==> config.mk <==
export PLATFORM = sky130hd
export DESIGN_NAME = serial_shift_unit
export DESIGN_NICKNAME = d
export VERILOG_FILES = /design/src/rtl/serial_shift_unit.sv
export SDC_FILE = /design/constraint.sdc
export NUM_CORES = 1
export LEC_CHECK = 0
export BUFFER_PORTS_ARGS = -buffer_cell sky130_fd_sc_hd__buf_2
export CAP_MARGIN = 10
export CORE_MARGIN = 3
export CORE_UTILIZATION = 50
export CTS_CLUSTER_SIZE = 10
export DETAILED_ROUTE_END_ITERATION = 10
export GPL_TIMING_DRIVEN = 0
export HOLD_SLACK_MARGIN = 0.1
export PLACE_DENSITY = 0.9
export SLEW_MARGIN = 10
export SYNTH_ARGS = -nofsm -noshare
export SYNTH_HDL_FRONTEND = slang
export SYNTH_SLANG_ARGS = --single-unit
==> constraint.sdc <==
create_clock -name clk -period 2.35 [get_ports clk]
set_input_delay 0.47 -clock clk [delete_from_list [all_inputs] [get_ports clk]]
set_output_delay 0.47 -clock clk [all_outputs]
set_load 0.01 [all_outputs]
==> src/rtl/serial_shift_unit.sv <==
// serial_shift_unit: multi-cycle RV32I shifter (SLL/SRL/SRA) for EX.
// Moves one bit position per clock under a start/busy/done handshake.
// The pipeline stalls on busy. result holds until the next accepted start.
module serial_shift_unit #(
   parameter int N   = 32,
   parameter int SHW = 5
) (
   input  logic           clk,
   input  logic           rst_n,
   input  logic           start,
   input  logic [1:0]     op,
   input  logic [N-1:0]   a,
   input  logic [SHW-1:0] shamt,
   output logic           busy,
   output logic           done,
   output logic [N-1:0]   result
);

   typedef enum logic [1:0] {
      IDLE  = 2'b00,
      SHIFT = 2'b01,
      DONE  = 2'b10
   } state_t;

   localparam logic [1:0] OP_SRL = 2'b01;
   localparam logic [1:0] OP_SRA = 2'b11;

   state_t         state;
   state_t         state_nxt;
   logic [N-1:0]   sr;
   logic [SHW-1:0] cnt;
   logic [1:0]     op_q;
   logic           accept;

   // A new request is taken in IDLE or DONE; a start during SHIFT is dropped.
   assign accept = start && (state != SHIFT);

   // State register.
   // NOTE: sequential state uses non-blocking assignments so every flop
   // samples pre-edge values, whatever order the blocks are evaluated in.
   always_ff @(posedge clk or negedge rst_n) begin
      if (!rst_n) state <= IDLE;
      else        state <= state_nxt;
   end

   // Next-state logic: shift until the counter runs out, then pulse DONE.
   // NOTE: the default assignment up front keeps this purely combinational;
   // a path that leaves state_nxt unassigned would infer a latch.
   always_comb begin
      state_nxt = state;
      unique case (state)
         IDLE:    if (accept) state_nxt = SHIFT;
         SHIFT:   if (cnt == '0) state_nxt = DONE;
         DONE:    state_nxt = accept ? SHIFT : IDLE;
         default: state_nxt = IDLE;
      endcase
   end

   // Outputs are decoded from state only; result comes straight from sr.
   always_comb begin
      busy   = (state == SHIFT);
      done   = (state == DONE);
      result = sr;
   end

   // Datapath: capture operands at accept, then one single-bit shift per edge.
   // The SRA fill bit is re-read from sr[N-1], which still holds a[N-1].
   always_ff @(posedge clk or negedge rst_n) begin
      if (!rst_n) begin
         sr   <= '0;
         cnt  <= '0;
         op_q <= 2'b00;
      end else if (accept) begin
         sr   <= a;
         cnt  <= shamt;
         op_q <= op;
      end else if (state == SHIFT && cnt != '0) begin
         unique case (op_q)
            OP_SRL:  sr <= {1'b0, sr[N-1:1]};
            OP_SRA:  sr <= {sr[N-1], sr[N-1:1]};
            default: sr <= {sr[N-2:0], 1'b0};
         endcase
         cnt <= cnt - SHW'(1);
      end
   end

endmodule
======== After elaboration in Yosys (flattened, before gate mapping) ========
Index checks and enable logic that the tools add are counted.
operators by class
  add/sub/neg operators ................... 1
  eq/ne operators ......................... 8
  muxes and demuxes ....................... 9
  reduce and logical (&&, ||, !) cells .... 8
operators by type and width
  operator             count
  $mux 32              2
  $pmux 32 s2          1
  $mux 5               2
  $pmux 2 s3           1
  $logic_not 5->1      1
  $reduce_bool 5->1    1
  $sub 5x1->5 const B  1
  $eq 2x1->1 const B   2
  $eq 2x2->1 const B   2
  $mux 2               2
  $ne 2x1->1 const B   2
  $ne 2x2->1 const B   2
  $reduce_and 2->1     2
  $logic_and 1x1->1    2
  $logic_not 2->1      1
  $reduce_bool 2->1    1
  $mux 1               1
storage, ports and cells
  flip-flop bits (word level) ............. 41
  bits of input ports ..................... 42
  output and inout port bits .............. 34
  logic and storage cells ................. 31

======== Logic depth before layout (Yosys ltp) ========
  depth in word-level cells ............... 4
  gate-level depth with buffers ........... 6
  mapped depth without buffers ............ 5

======== Worst setup path before layout ========
Ideal clock, no wire load.
  path kind ............................... register -> register
  start point ............................. register cnt[0]
  end point ............................... register sr[15] (netlist: result[15])
  library setup time ...................... 126 ps
  arrival ................................. 1569 ps
  data required time ...................... 2224 ps
  setup slack ............................. 654 ps
  stages on the path, launching flop included .. 7
  path buffers ............................ 1
  clock period less this slack ............ 1696 ps
  path through ............................ dfrtp_1 inv_1 ha_1 nor4b_4 clkbuf_8 nor3_1 a221o_2
on the way
  word-level cells in the longest chain between the ends .. 3
ends and longest elaborated chain
  what                         RTL line  text
  start: declaration           31        logic [SHW-1:0] cnt;
  start signal: assignment     75        cnt <= shamt;
  start signal: assignment     83        cnt <= cnt - SHW'(1);
  $reduce_bool 5->1            77        end else if (state == SHIFT && cnt != '0) begin
  $logic_and 1x1->1            77
  $reduce_bool 2->1 (no line)  -
  end signal: assignment       79        OP_SRL: sr <= {1'b0, sr[N-1:1]};
  end signal: assignment       80        OP_SRA: sr <= {sr[N-1], sr[N-1:1]};
  end signal: assignment       81        default: sr <= {sr[N-2:0], 1'b0};
  end: declaration             30        logic [N-1:0] sr;
No other way between the ends.
A chain may end at the register's enable or synchronous reset.

======== Worst setup path after layout ========
  start point ............................. register cnt[0]
  end point ............................... register sr[14] (netlist: result[14])
The elaborated chain is that of the path after synthesis.

==> qor.yml <==
clock_network:
  cts_made_buffers: 5
  clkTransAtPathRegs_ns: 0.08
  cts_tree: "yes"
  cts.sinks: 41
  cts_buffer_depth: 2
  cts_resized: 0
  hold_buffers: 0
  insertion_delay_ns: 0.30
  cts_root_buf: "clkbuf_8"
  post_cts_buffers: 0
  cts_htree_levels: 2
detailed_routing:
  dr.first_iter.drc_count: 179
  wl_um: 5810
  drt-met1-wl_um: 2560
  via_count: 1994
  via_per_inst: 6.10
  drtAntennaViolNets: 0
  top_layer: "met4"
  drc: 0
  dr_wl_met2_um: 2820
  routed-wl-met3_um: 409
  wl_per_cell_um: 17.8
  drt-pass1-iter-count: 4
finish:
  final_layout_size_suffix_gt1_share_pct: 48.0
  area_growth_pct: 22.8
  diodes: 0
  layout_common_cells: "80 x buf_2, 41 x dfrtp_1, 35 x nor3_1, 32 x mux2i_1, 28 x a221o_2"
  final_common_cell: "buf_2"
  n_fill_cell: 370
  final_cell_area_mm2: 0.00282
  finalNetCount: 317
critical_path:
  regToRegSetupSlack_ns: 0.32
  rr_endpoint: "result[14]"
  worstPathMaxFanout: 10
  worstRegToRegCells: 6
  critPathCapture: "result[14]"
  crit_start: "cnt[0]"
  crit_type: "reg -> reg"
  worstPathRequired_ns: 2.53
  end_kind: "flip-flop"
  arrival_ns: 2.20
  reg2reg_from: "cnt[0]"
  crit_path_start_kind: "flip-flop"
power:
  p_switching_mw: 1.77
  seqPwrFrac_pct: 32.8
  pwr-share-clk_pct: 10.6
  p_int_mw: 2.48
  peakVddDrop_uv: 642
  p_per_area_mw_per_mm2: 1510
  switching_share_pct: 41.7
  cellLeakagePower_nw: 1.42
  comb_power_share_pct: 56.5
floorplanning:
  fp-row-count: 24
  dieArea_mm2: 0.00544
  die_w_um: 73.7
  initial_core_util_pct: 52.3
  core_mm2: 0.00438
  die_h_um: 73.7
  io_pins: 76
synthesis:
  ys_types: 36
  postSynth.asyncResetShare_pct: 100
  netlist_instances: 192
  synth_nets: 235
  ys_seq_area_share_pct: 44.7
  synth_seq_cells: 41
  syn_area_per_cell_um2: 11.9
  synthFlopType: "dfrtp_1"
  synth_edf_count: 0
  synth_area_mm2: 0.00229
  yosys_warnings: 0
grt:
  grt_overflow: 0
  grt_usage_pct: 22.4
  antenna_found_initial: 0
  grt_max_degree: 42
  grt_pass1_vias: 1918
  grt_first_pass_wirelength_um: 9360
timing:
  max_freq_ghz: 0.493
  fin_setup_tns_ns: 0
  min_period_ns: 2.03
  drv_slew: 0
  slew_headroom_pct: 39.7
  finalHoldViolCount: 0
  setup_viol_count_final: 0
  worstMarginPinSlew_ns: 0.904
  skew_ns: 0.00621
  finalCritPeriodShare_pct: 86.2
  hold_ws_ns: 0.301
  rsz0062_at_grt: "no"
place:
  io_buffers: 75
  place_congestion: 0.885
  placed_area_mm2: 0.00273
  dpl.hpwl_um: 4210
hold_path:
  min_path_type: "in -> async"
run:
  drv_cap: 0
run_status:
  status: "finished, final reports clean"
-- per-layer routing --
metal | vias to the layer above | GRT usage (%)
met5 | - | 0
met4 | 0 | 5.63
met3 | 4 | 5.06
met2 | 77 | 36.6
met1 | 985 | 29.8
li1 | 928 | -
-- power by group through the flow --
stage               clock [mW]  sequential [mW]  combinational (mW)
floorplan                    0             1.43                1.69
global placement             0             1.38                2.33
detailed placement           0             1.40                2.41
CTS                      0.454             1.39                2.42
global route             0.487             1.44                2.63
finish                   0.451             1.40                2.40
-- how the worst min path moves through the flow --
stage,to,cells after the start
global placement,state[0],1
finish,result[16],1
CTS,op_q[0],1
detailed placement,op_q[1],1
floorplan,cnt[0],0
global route,result[1],1
-- synth_stat cells (2+ instances only) --
cell | number | area [um2]
a221o_1 | 4 | 40.0
a221o_2 | 28 | 315
a31oi_1 | 2 | 12.5
and3_1 | 2 | 12.5
buf_2 | 5 | 25.0
buf_4 | 2 | 15.0
buf_6 | 3 | 33.8
clkbuf_1 | 4 | 15.0
clkbuf_8 | 4 | 55.1
dfrtp_1 | 41 | 1030
inv_1 | 3 | 11.3
mux2_2 | 2 | 22.5
mux2i_1 | 32 | 320
nand2_1 | 3 | 11.3
nor3_1 | 35 | 175
o21ai_0 | 2 | 10.0
-- area by class of cell --
class                      count  area (um2)  share of cell area, %
clock buffer                   6        72.6                   2.58
timing repair buffer          75         375                   13.3
multi-input combinational    129        1100                   39.1
buffer                        18         144                   5.11
tap                           52        65.1                   2.31
sequential                    41        1030                   36.4
inverter                       4        22.5                  0.800
clock inverter                 2        10.0                  0.355
-- worst max-delay path, stage by stage, from the launching register on --
cell     delay, ns
dfrtp_1       0.40
inv_1         0.08
ha_1          0.23
nor4b_4       0.53
buf_4         0.27
nor3_1        0.07
a221o_2       0.32
-- stage by stage --
step / util (%) / power [mW] / cells / worst slack, ns
6_report: 64.2 / 4.25 / 327 / 0.324
5_1_grt: 64.2 / 4.56 / 327 / 0.214
4_1_cts: 64.2 / 4.27 / 327 / 0.323
3_5_place_dp: 62.4 / 3.81 / 319 / 0.327
3_3_place_gp: 62.4 / 3.71 / 319 / 0.382
2_1_floorplan: - / 3.12 / 192 / 0.654
-- state kept, by name, indices dropped and copies added, names as in the netlist --
signal  flops
state       2
cnt         5
result     32
op_q        2
-- cells by family after synthesis --
logic type | count (synthesis) | synth area share [%]
mux | 35 | 15.9
fa+ha+maj | 1 | 0.545
buf+inv | 22 | 7.26
simple gates | 52 | 13.3
flops | 41 | 44.7
compound gates | 41 | 18.2
(Power assumes the default switching activity.)
